`config.mk`:
```
export PLATFORM = sky130hd
export DESIGN_NAME = pllr_mq
export DESIGN_NICKNAME = d
export VERILOG_FILES = /design/src/rtl/pllr_mq.sv
export SDC_FILE = /design/constraint.sdc
export NUM_CORES = 1
export LEC_CHECK = 0
export BUFFER_PORTS_ARGS = -buffer_cell sky130_fd_sc_hd__buf_2
export CAP_MARGIN = 20
export CORE_AREA = 10 10 155 186
export CTS_BUF_LIST = sky130_fd_sc_hd__clkbuf_16
export CTS_CLUSTER_SIZE = 20
export DETAILED_ROUTE_END_ITERATION = 8
export DIE_AREA = 0 0 165 196
export PLACE_DENSITY = 0.77
export SKIP_LAST_GASP = 1
export SYNTH_ARGS = -nofsm -noshare
export SYNTH_HDL_FRONTEND = slang
export SYNTH_SLANG_ARGS = --single-unit
```
`constraint.sdc`:
```
create_clock -name clk -period 15.1 [get_ports clk]
set_clock_uncertainty 0.05 [all_clocks]
set_input_delay 1.51 -clock clk [delete_from_list [all_inputs] [get_ports clk]]
set_output_delay 1.51 -clock clk [all_outputs]
set_load 0.01 [all_outputs]
```
`src/rtl/pllr_mq.sv`:
```
// Soft-demapper: converts payload subcarriers into scaled, saturated LLRs using kf = 2^KSH / sigma^2.
// Optional macro PLLR_MQ_ROUND_EN adds round-half-up before the final arithmetic shift.
module pllr_mq #(
  parameter int DW  = 14,
  parameter int SW  = 12,
  parameter int KW  = 12,
  parameter int KSH = 16,
  parameter int SH  = 12,
  parameter int OW  = 8,
  parameter int A16 = 1295
) (
  input  logic          clk,
  input  logic          rst_n,
  input  logic [DW-1:0] di_re_i,
  input  logic [DW-1:0] di_im_i,
  input  logic [1:0]    di_mode_i,
  input  logic          di_vld_i,
  output logic          di_rdy_o,
  input  logic [SW-1:0] di_sigma2_i,
  input  logic          di_sigma2_vld_i,
  output logic          di_sigma2_rdy_o,
  output logic [OW-1:0] do_o,
  output logic          do_vld_o,
  input  logic          do_rdy_i,
  output logic          do_last_o
);

  localparam int QW    = KSH + 1;
  localparam int PW    = DW + KW + 2;
  localparam int CW    = $clog2(KSH + 1);
  localparam int KFMAX = 2**KW - 1;
  localparam int LMAX  = 2**(OW-1) - 1;

  localparam logic signed [PW-1:0] LPOS = PW'(LMAX);
  localparam logic signed [PW-1:0] LNEG = -LPOS;
  localparam logic signed [DW:0]   A16X = (DW+1)'(A16);
`ifdef PLLR_MQ_ROUND_EN
  localparam logic signed [PW-1:0] RND  = PW'(2**(SH-1));
`else
  localparam logic signed [PW-1:0] RND  = PW'(0);
`endif

  typedef enum logic [1:0] {NOKF, DIV, IDLE, EMIT} state_t;

  state_t              state_q, state_d;
  logic                rdyEn_q;
  logic [KW-1:0]       kf_q, kf_d;
  logic [SW-1:0]       div_q, div_d;
  logic                divZero_q, divZero_d;
  logic [SW-1:0]       rem_q, rem_d;
  logic [QW-1:0]       quo_q, quo_d;
  logic [CW-1:0]       cnt_q, cnt_d;
  logic                pend_q, pend_d;
  logic [SW-1:0]       pendSig_q, pendSig_d;
  logic signed [DW:0]  met_q [4];
  logic signed [DW:0]  met_d [4];
  logic [1:0]          lastIdx_q, lastIdx_d;
  logic [1:0]          idx_q, idx_d;
  logic [OW-1:0]       do_q, do_d;
  logic                vld_q, vld_d;
  logic                last_q, last_d;

  logic                diAcc, sgAcc, startDiv, geq;
  logic [SW-1:0]       divSrc, remNx;
  logic [SW:0]         remSh;
  logic [QW-1:0]       quoNx;
  logic signed [DW:0]  reX, imX, absRe, absIm, selMet;
  logic signed [PW-1:0] metX, kfX, prod, prodR, shr;
  logic [1:0]          selIdx;
  logic [OW-1:0]       llr;

  // Ready flags stay low while reset is held and rise on the first clock edge after release.
  assign di_rdy_o        = rdyEn_q & (state_q == IDLE);
  assign di_sigma2_rdy_o = rdyEn_q & ((state_q == NOKF) | (state_q == IDLE));
  assign diAcc           = di_vld_i & di_rdy_o;
  assign sgAcc           = di_sigma2_vld_i & di_sigma2_rdy_o;
  assign do_o            = do_q;
  assign do_vld_o        = vld_q;
  assign do_last_o       = last_q;

  // Restoring division of 2^KSH: the only set dividend bit enters on the first step.
  assign remSh = {rem_q, (cnt_q == '0)};
  assign geq   = remSh >= {1'b0, div_q};
  assign remNx = geq ? SW'(remSh - {1'b0, div_q}) : remSh[SW-1:0];
  assign quoNx = {quo_q[QW-2:0], geq};

  assign reX   = {di_re_i[DW-1], di_re_i};
  assign imX   = {di_im_i[DW-1], di_im_i};
  assign absRe = reX[DW] ? -reX : reX;
  assign absIm = imX[DW] ? -imX : imX;

  // The LLR presented next is either the current index (first load) or the one after it.
  assign selIdx = vld_q ? idx_q + 2'd1 : idx_q;
  assign selMet = met_q[selIdx];
  assign metX   = {{(PW-DW-1){selMet[DW]}}, selMet};
  assign kfX    = {{(PW-KW){1'b0}}, kf_q};
  assign prod   = metX * kfX;
  assign prodR  = prod + RND;
  assign shr    = prodR >>> SH;
  assign llr    = (shr > LPOS) ? LPOS[OW-1:0] : (shr < LNEG) ? LNEG[OW-1:0] : shr[OW-1:0];

  always_comb begin
    state_d   = state_q;
    kf_d      = kf_q;
    div_d     = div_q;
    divZero_d = divZero_q;
    rem_d     = rem_q;
    quo_d     = quo_q;
    cnt_d     = cnt_q;
    pend_d    = pend_q;
    pendSig_d = pendSig_q;
    met_d     = met_q;
    lastIdx_d = lastIdx_q;
    idx_d     = idx_q;
    do_d      = do_q;
    vld_d     = vld_q;
    last_d    = last_q;
    startDiv  = 1'b0;
    divSrc    = di_sigma2_i;
    case (state_q)
      NOKF: if (sgAcc) startDiv = 1'b1;
      DIV: begin
        rem_d = remNx;
        quo_d = quoNx;
        cnt_d = cnt_q + 1'b1;
        if (cnt_q == CW'(KSH)) begin
          if (divZero_q || (quoNx > QW'(KFMAX))) kf_d = KW'(KFMAX);
          else kf_d = quoNx[KW-1:0];
          state_d = IDLE;
        end
      end
      IDLE: begin
        if (diAcc) begin
          state_d = EMIT;
          idx_d   = 2'd0;
          case (di_mode_i)
            2'd0: begin
              met_d[0]  = reX;
              lastIdx_d = 2'd0;
            end
            2'd2: begin
              met_d[0]  = reX;
              met_d[1]  = A16X - absRe;
              met_d[2]  = imX;
              met_d[3]  = A16X - absIm;
              lastIdx_d = 2'd3;
            end
            default: begin
              met_d[0]  = reX;
              met_d[1]  = imX;
              lastIdx_d = 2'd1;
            end
          endcase
          // A sigma^2 arriving with the payload waits until its LLRs are out.
          if (sgAcc) begin
            pend_d    = 1'b1;
            pendSig_d = di_sigma2_i;
          end
        end else if (sgAcc) begin
          startDiv = 1'b1;
        end
      end
      EMIT: begin
        if (!vld_q || do_rdy_i) begin
          if (vld_q && last_q) begin
            vld_d  = 1'b0;
            last_d = 1'b0;
            if (pend_q) begin
              startDiv = 1'b1;
              divSrc   = pendSig_q;
              pend_d   = 1'b0;
            end else begin
              state_d = IDLE;
            end
          end else begin
            do_d   = llr;
            vld_d  = 1'b1;
            last_d = (selIdx == lastIdx_q);
            idx_d  = selIdx;
          end
        end
      end
      default: state_d = NOKF;
    endcase
    if (startDiv) begin
      state_d   = DIV;
      div_d     = divSrc;
      divZero_d = divSrc[SW-1] | (divSrc == '0);
      rem_d     = '0;
      quo_d     = '0;
      cnt_d     = '0;
    end
  end

  always_ff @(posedge clk or negedge rst_n) begin
    if (!rst_n) begin
      state_q   <= NOKF;
      rdyEn_q   <= 1'b0;
      kf_q      <= '0;
      div_q     <= '0;
      divZero_q <= 1'b0;
      rem_q     <= '0;
      quo_q     <= '0;
      cnt_q     <= '0;
      pend_q    <= 1'b0;
      pendSig_q <= '0;
      for (int i = 0; i < 4; i++) met_q[i] <= '0;
      lastIdx_q <= '0;
      idx_q     <= '0;
      do_q      <= '0;
      vld_q     <= 1'b0;
      last_q    <= 1'b0;
    end else begin
      state_q   <= state_d;
      rdyEn_q   <= 1'b1;
      kf_q      <= kf_d;
      div_q     <= div_d;
      divZero_q <= divZero_d;
      rem_q     <= rem_d;
      quo_q     <= quo_d;
      cnt_q     <= cnt_d;
      pend_q    <= pend_d;
      pendSig_q <= pendSig_d;
      for (int i = 0; i < 4; i++) met_q[i] <= met_d[i];
      lastIdx_q <= lastIdx_d;
      idx_q     <= idx_d;
      do_q      <= do_d;
      vld_q     <= vld_d;
      last_q    <= last_d;
    end
  end

endmodule
```
==> impl_metrics.toml, run 1 <==
[routing]
routedWlPerCell_um = 16.8
drt_iter0_markers = 771
final_antenna_net_count = 0
drcViolationCount = 0
drt-pass1-iter-count = 5
viasPerCell = 5.66
dr_total_vias = 11500
wirelength_um = 34200

[setup_path]
cp-end-kind = "flop"
path_max_fanout = 17
cp-start-kind = "flop"
criticalPathCategory = "reg2reg"
worstRegToRegCells = 24
required_ps = 15380
cp.arrival_ps = 9210

[clocking]
path_clk_slew_ps = 70
ctsHoldBuffers = 0
clk_latency_ps = 440
htree_levels = 4
clock_sinks = 146
cts_tree = "done"
cts_setup_buffers = 0
cts_buffer_depth = 2
cts_resized = 0
cts_buffers = 17
cts-root-buf = "clkbuf_16"

[timing]
max_freq_mhz = 112
grt_setup_unrepaired = "no"
finalCriticalPeriod_ps = 8930
period_share_pct = 59.1
relSlewSlack_pct = 28.2
final_max_slew_viol_count = 0
finalHoldViolCount = 0
worstMarginPinSlew_ps = 1060
setup_violations = 0
fin_setup_tns_ps = 0

[yosys]
ys_top_cells_by_count = "290 x nand2_1, 259 x inv_1, 168 x fa_1"
netlist_instances = 1682
ys_types = 71
syn-num-nets = 1976
synth_seq_cells = 146
synth_seq_area_share_pct = 24.5
synth_top_area_share_pct = 24.5
yosysMostFrequentCell = "nand2_1"
syn_area_per_cell_um2 = 8.87
synth_top_area_cell = "dfrtp_1"
ys_dominant_reg_cell = "dfrtp_1"
synth_edf_count = 0
ys_warn_count = 0
synthArstFlopShare_pct = 100
synth_area_leaders = "dfrtp_1 24%, fa_1 23%, nand2_1 7.3%"
syn_area_um2 = 14900

[place]
place.gp.congestion = 0.876
io_buffers = 58
dpl.hpwl_um = 26600

[layout]
diodes = 0
multi_input_area_um2 = 10000
regArea_um2 = 3650
fillerInstances = 2079
syn_to_final_growth_pct = 7.43
nets = 1984
drive_above_1_share_pct = 7.87

[die]
coreArea_um2 = 25100
ios = 59
dieWidth_um = 165
die_area_um2 = 32300
rows = 64
die-height_um = 196
initial_core_util_pct = 59.3

[run]
maxCapViolations = 0

[global_routing]
grt_pass1_vias = 12200
grt_first_pass_wirelength_um = 58000
grt_overflow = 0
grt_max_degree = 92
antenna_found_initial = 0
grt_usage_pct = 21.9

[min_path]
worst_hold_path.num_cells = 2
hold_class = "reg2reg"

[run_status]
outcome = "complete, no violations"
per-stage QoR:
| step | instance area (um^2) | hold WS [ps] | worst slack [ps] | util, % | instances |
|---|---|---|---|---|---|
| after floorplan | 14900 | 387 | 7070 | - | 1682 |
| after global placement | 15400 | 403 | 6470 | 61.3 | 2001 |
| after detailed placement | 15400 | 414 | 6250 | 61.3 | 2001 |
| after CTS | 16000 | 432 | 6170 | 63.7 | 2033 |
| after global routing | 16000 | 450 | 5640 | 63.7 | 2033 |
| final | 16000 | 430 | 6170 | 63.7 | 2033 |
sequential cells by signal, indices dropped and copies added (netlist names), 2 cells and up:
register,flops
kf_q,12
do_o,8
met_q,58
state_q,2
idx_q,2
cnt_q,5
quo_q,16
pendSig_q,12
rem_q,12
div_q,12
lastIdx_q,2
cells in the final DEF (no fill, tap or decap), types with 7 or more instances in the layout:
cell,netlist,routed
nand3_1,47,47
o21bai_1,8,8
nand2_1,290,290
o21ai_0,85,85
buf_4,1,8
buf_2,1,57
nor2_1,60,60
a21o_1,11,11
mux4_2,10,10
o31ai_1,9,9
nor3_1,9,9
nor2b_1,10,10
mux2i_1,31,31
mux2_2,14,14
xnor2_1,37,37
a21oi_1,56,56
dfrtp_1,146,146
xor2_1,28,28
o211ai_1,8,8
o22ai_1,20,20
and2_1,94,94
nand4_1,11,11
clkbuf_16,0,17
nor4_1,8,8
o21a_1,8,8
ha_1,79,79
nand2b_1,7,7
fa_1,168,168
inv_1,259,259
worst max-delay path: stages, from the launching register on:
cell and delay, ps:
dfrtp_1 590, a21bo_2 250, and2_1 690, mux4_2 540
and2_1 280, fa_1 560, inv_1 80, fa_1 780
inv_1 240, fa_1 530, fa_1 490, inv_1 60
fa_1 530, inv_1 40, ha_1 390, a21oi_1 220
o21ai_0 160, a2111oi_0 440, a22oi_1 150, a31oi_1 270
xnor2_1 110, nor2_1 80, nor4bb_1 910, nand4_1 180
o211a_1 180
worst paths after layout:
kind,start,endpoint,slack (ps)
max,do_vld_o,do_o[0],6170
min,met_q[27],met_q[27],430
max reg2reg,do_vld_o,do_o[0],6170
min reg2reg,met_q[27],met_q[27],430
max in group asynchronous,rst_n,met_q[41],12640
min in group asynchronous,rst_n,do_o[4],1060
layout make-up:
class	count	area share [%]
clock buffers	17	2.65
repair buffers	66	2.23
flip-flops and latches	146	22.8
clock inverters	15	1.20
well taps	330	2.58
inverters	259	6.07
multi-input cells	1200	62.5
cells by family after synthesis:
group / count (synthesis) / synth area share [%]
simple gates: 569 / 17.8
other cells: 1 / 0.0251
buf+inv: 336 / 8.49
fa+ha+maj: 247 / 29.2
flops: 146 / 24.5
xor+xnor: 66 / 4.00
mux: 58 / 5.17
compound gates: 259 / 10.8
layer usage:
layer,track usage (%),vias to the layer above,share of wire [%]
met1,26.3,5713,42
met3,3.29,48,3.9
li1,-,5467,-
met4,7.10,0,2.2
met5,0,-,0
met2,39.0,283,52
Power of run 1 is left out: the tool's default activity adds up to more than one toggle a clock period on the data nets, which glitch-free logic cannot reach.
==> run 2, diff against run 1 <==
- CORE_AREA: 10 10 155 186 -> 10 10 158 189
- DIE_AREA: 0 0 165 196 -> 0 0 168 199
- PLACE_DENSITY: 0.77 -> 0.78
- clock period: 15.1 -> 8 ns (I/O delays scaled with it)
==> run 2 against run 1 <==
Hold slack worse by 120 ps. Die area up 3.4%. Worst setup slack worse by 5900 ps. Largest cell class unchanged. Highest routed layer unchanged. Sequential share of layout area down 0.37 points. Critical endpoint unchanged. Clock-buffer cell count unchanged. Non-clock buffer count up 25. Final cell count up 1.5%. Register-to-register slack worse by 5900 ps. Design area up 1.7%. Via count up 4.8%. First-iteration DRC count up 39%.
==> impl_metrics.toml, run 2 (synthesis gave the netlist of run 1 again) <==
[run_status]
outcome = "complete, no violations"

[timing]
fin_setup_tns_ps = 0
max_freq_mhz = 130
setup_violations = 0
finalHoldViolCount = 0
final_max_slew_viol_count = 0
finalCriticalPeriod_ps = 7680
period_share_pct = 96.0
relSlewSlack_pct = 35.4
worstMarginPinSlew_ps = 965

[clocking]
clock_sinks = 146
cts_buffer_depth = 2
clk_latency_ps = 440
path_clk_slew_ps = 80
cts_tree = "done"
cts-root-buf = "clkbuf_16"
htree_levels = 4
ctsHoldBuffers = 0
cts_buffers = 17

[die]
die_area_um2 = 33400
initial_core_util_pct = 57.1
dieWidth_um = 168
ios = 59
coreArea_um2 = 26100
rows = 65
die-height_um = 199

[layout]
fillerInstances = 2115
multi_input_area_um2 = 10100
final_cell_mix = "290 x nand2_1, 258 x inv_1, 168 x fa_1"
top_register = "met_q"
final_area_um2 = 16300
syn_to_final_growth_pct = 9.23
diodes = 0
final_common_cell = "nand2_1"
reg_top3 = "met_q x58, quo_q x16"
largest_reg_flops = 58
regArea_um2 = 3650
drive_above_1_share_pct = 9.60
nets = 2011

[setup_path]
path_max_fanout = 19
cp.arrival_ps = 7970
cp_top_family = "adder cells"
path_depth = 25
path_common_cell = "fa_1"
slowest_delay_ps = 690
worst_path_max_delay_cell = "mux4_2"
cp-end-kind = "flop"
worstRegToRegCells = 25
required_ps = 8280
criticalPathCategory = "reg2reg"
cp-start-kind = "flop"
worstPathBufferInverterCount = 6

[run]
maxCapViolations = 0

[global_routing]
grt_usage_pct = 21.2
grt_pass1_vias = 12300
antenna_found_initial = 0
grt_overflow = 0
grt_max_degree = 75
grt_first_pass_wirelength_um = 59200

[routing]
wirelength_um = 37300
final_antenna_net_count = 0
drt-pass1-iter-count = 6
drcViolationCount = 0
viasPerCell = 5.84
routedWlPerCell_um = 18.1
drt_iter0_markers = 1069
dr_total_vias = 12100

[place]
place.gp.congestion = 0.896
io_buffers = 58
place_area_um2 = 15500
dpl.hpwl_um = 26800

[min_path]
hold_class = "in2async"
-- run 2: final timing paths --
check,from,end,slack (ps)
max,idx_q[0],do_o[0],320
min,rst_n,do_o[5],310
max in group asynchronous,rst_n,do_vld_o,6090
max reg2reg,idx_q[0],do_o[0],320
min reg2reg,met_q[18],met_q[18],420
min in group clk,met_q[18],met_q[18],420
-- run 2: repair_timing --
action                                  4_1_cts  5_1_grt
setup buffers                                 0       18
endpoints found under the setup margin        0        7
gates resized for setup                       0       11
-- run 2: area by class of cell --
class                           count  area share (%)
Tap cell                          335            2.57
Inverter                          259            5.97
Clock buffer                       17            2.61
Multi-Input combinational cell   1202            61.8
Timing Repair Buffer               91            3.36
Clock inverter                     14            1.24
Sequential cell                   146            22.4
-- run 2: routing by layer --
layer	share of wire (%)	vias to the layer above	routed length, um	global-route usage [%]
met1	40	5886	15000	25.8
met2	49	522	18400	37.2
met4	3.9	0	1460	6.97
li1	-	5511	-	-
met5	0	-	0	0
met3	6.5	141	2420	3.67
-- run 2: stage by stage --
| stage | util (%) | setup WS (ps) | hold slack (ps) | cells |
|---|---|---|---|---|
| finish | 62.4 | 316 | 309 | 2064 |
| global route | 62.4 | -111 | 373 | 2064 |
| CTS | 61.7 | 169 | 357 | 2044 |
| detailed placement | 59.2 | 181 | 412 | 2013 |
| global placement | 59.2 | 328 | 401 | 2013 |
| floorplan | - | 72.1 | 387 | 1682 |
Power of run 2 is left out for the same reason.
==> run 3, diff against run 2 <==
- ABC_AREA: unset -> 1
- PLACE_DENSITY: 0.78 -> 0.77
==> run 3 against run 2 <==
Register-to-register slack better by 440 ps. Die area unchanged. Hold slack improved by 120 ps. Global-route usage is 2.0 points higher. Design area is 1.6% lower. First-iteration DRC count down 16%. Critical path type unchanged.
==> impl_metrics.toml, run 3 <==
[global_routing]
grt_pass1_vias = 13200
grt_first_pass_wirelength_um = 63700
grt_max_degree = 111
grt_usage_pct = 23.2
grt_overflow = 0
antenna_found_initial = 0

[layout]
diodes = 0
multi_input_area_um2 = 9380
final_common_cell = "inv_1"
syn_to_final_growth_pct = 7.78
top_register = "met_q"
largest_reg_flops = 58
reg_top3 = "met_q x58, quo_q x16"
final_cell_mix = "434 x inv_1, 387 x nand2_1, 184 x nor2_1"
fillerInstances = 2279
final_area_um2 = 16000
regArea_um2 = 3650
nets = 2253
drive_above_1_share_pct = 6.85

[timing]
relSlewSlack_pct = 31.3
setup_violations = 0
worstMarginPinSlew_ps = 1030
finalCriticalPeriod_ps = 7240
final_max_slew_viol_count = 0
fin_setup_tns_ps = 0
grt_setup_unrepaired = "no"
finalHoldViolCount = 0
period_share_pct = 90.5
max_freq_mhz = 138

[yosys]
synth_area_leaders = "dfrtp_1 25%, fa_1 23%, inv_1 11%"
yosysMostFrequentCell = "inv_1"
syn_area_per_cell_um2 = 7.73
synth_top_area_cell = "dfrtp_1"
synth_seq_area_share_pct = 24.6
synth_edf_count = 0
netlist_instances = 1923
ys_types = 48
syn_area_um2 = 14900
syn-num-nets = 2217
ys_top_cells_by_count = "434 x inv_1, 387 x nand2_1, 184 x nor2_1"
ys_dominant_reg_cell = "dfrtp_1"
ys_warn_count = 0
synth_seq_cells = 146
synthArstFlopShare_pct = 100
synth_top_area_share_pct = 24.6

[routing]
drt-pass1-iter-count = 6
drt_iter0_markers = 898
wirelength_um = 37700
final_antenna_net_count = 0
viasPerCell = 5.41
dr_total_vias = 12500
routedWlPerCell_um = 16.3
drcViolationCount = 0

[setup_path]
cp-end-kind = "flop"
worstPathBufferInverterCount = 7
cp.arrival_ps = 7510
slowest_delay_ps = 760
worst_path_max_delay_cell = "fa_1"
required_ps = 8270
path_max_fanout = 9
cp-start-kind = "flop"
cp_top_family = "adder cells"
criticalPathCategory = "reg2reg"

[clocking]
cts_buffer_depth = 2
htree_levels = 4
cts_buffers = 17
clock_sinks = 146
cts_tree = "done"
clk_latency_ps = 430
cts-root-buf = "clkbuf_16"
path_clk_slew_ps = 70
ctsHoldBuffers = 0

[place]
place_area_um2 = 15500
place.gp.congestion = 0.987
io_buffers = 58
dpl.hpwl_um = 30400

[min_path]
hold_class = "reg2reg"

[die]
ios = 59
dieWidth_um = 168
initial_core_util_pct = 57.0
die_area_um2 = 33400
rows = 65
die-height_um = 199
coreArea_um2 = 26100

[run_status]
outcome = "complete, no violations"

[run]
maxCapViolations = 0
run 3: stage by stage:
step / util, % / instances / hold slack (ps) / setup slack (ps)
6_report: 61.4 / 2307 / 428 / 759
5_1_grt: 61.4 / 2307 / 463 / 85.4
4_1_cts: 61.3 / 2306 / 436 / 697
3_5_place_dp: 59.2 / 2274 / 420 / 692
3_3_place_gp: 59.2 / 2274 / 413 / 927
2_1_floorplan: - / 1923 / 392 / 1130
run 3: worst min-delay path: stages (launching register included):
cell and delay, ps:
dfrtp_1 340, nand2_1 50, o21ai_0 60
run 3: worst paths after layout:
kind | start | end | slack [ps] | depth (start not counted)
worst min register to register | pendSig_q[5] | pendSig_q[5] | 430 | 2
worst max register to register | do_vld_o | do_o[4] | 760 | 31
max in group asynchronous | rst_n | quo_q[15] | 6310 | 2
min in group asynchronous | rst_n | met_q[53] | 450 | 1
worst min-delay path | pendSig_q[5] | pendSig_q[5] | 430 | 2
worst max-delay path | do_vld_o | do_o[4] | 760 | 31
run 3: final cells by class:
type | count | share of cell area, %
Multi-Input combinational cell | 1287 | 58.5
Sequential cell | 146 | 22.8
Inverter | 440 | 10.3
Clock buffer | 17 | 2.65
Tap cell | 335 | 2.61
Timing Repair Buffer | 67 | 2.29
Clock inverter | 15 | 0.820
run 3: what timing repair did:
action                     4_1_cts  5_1_grt
setup buffers                    0        0
gates resized for setup          0        2
setup endpoints to repair        0        5
run 3: layer usage:
| layer | share of wire, % | global-route usage, % |
|---|---|---|
| met1 | 40 | 26.6 |
| met4 | 5.3 | 12.2 |
| met5 | 0 | 0 |
| met3 | 5.0 | 3.57 |
| met2 | 50 | 40.8 |
run 3: cells by family (layout without fill, tap and decap cells):
| logic type | count (synthesis) | count (layout) | synth area share [%] |
|---|---|---|---|
| other cells | 1 | 1 | 0.0252 |
| simple gates | 686 | 686 | 19.2 |
| flops | 146 | 146 | 24.6 |
| buf+inv | 490 | 539 | 12.4 |
| fa+ha+maj | 247 | 247 | 29.3 |
| compound gates | 306 | 306 | 11.7 |
| xor+xnor | 47 | 47 | 2.82 |
Power of run 3 is left out for the same reason.
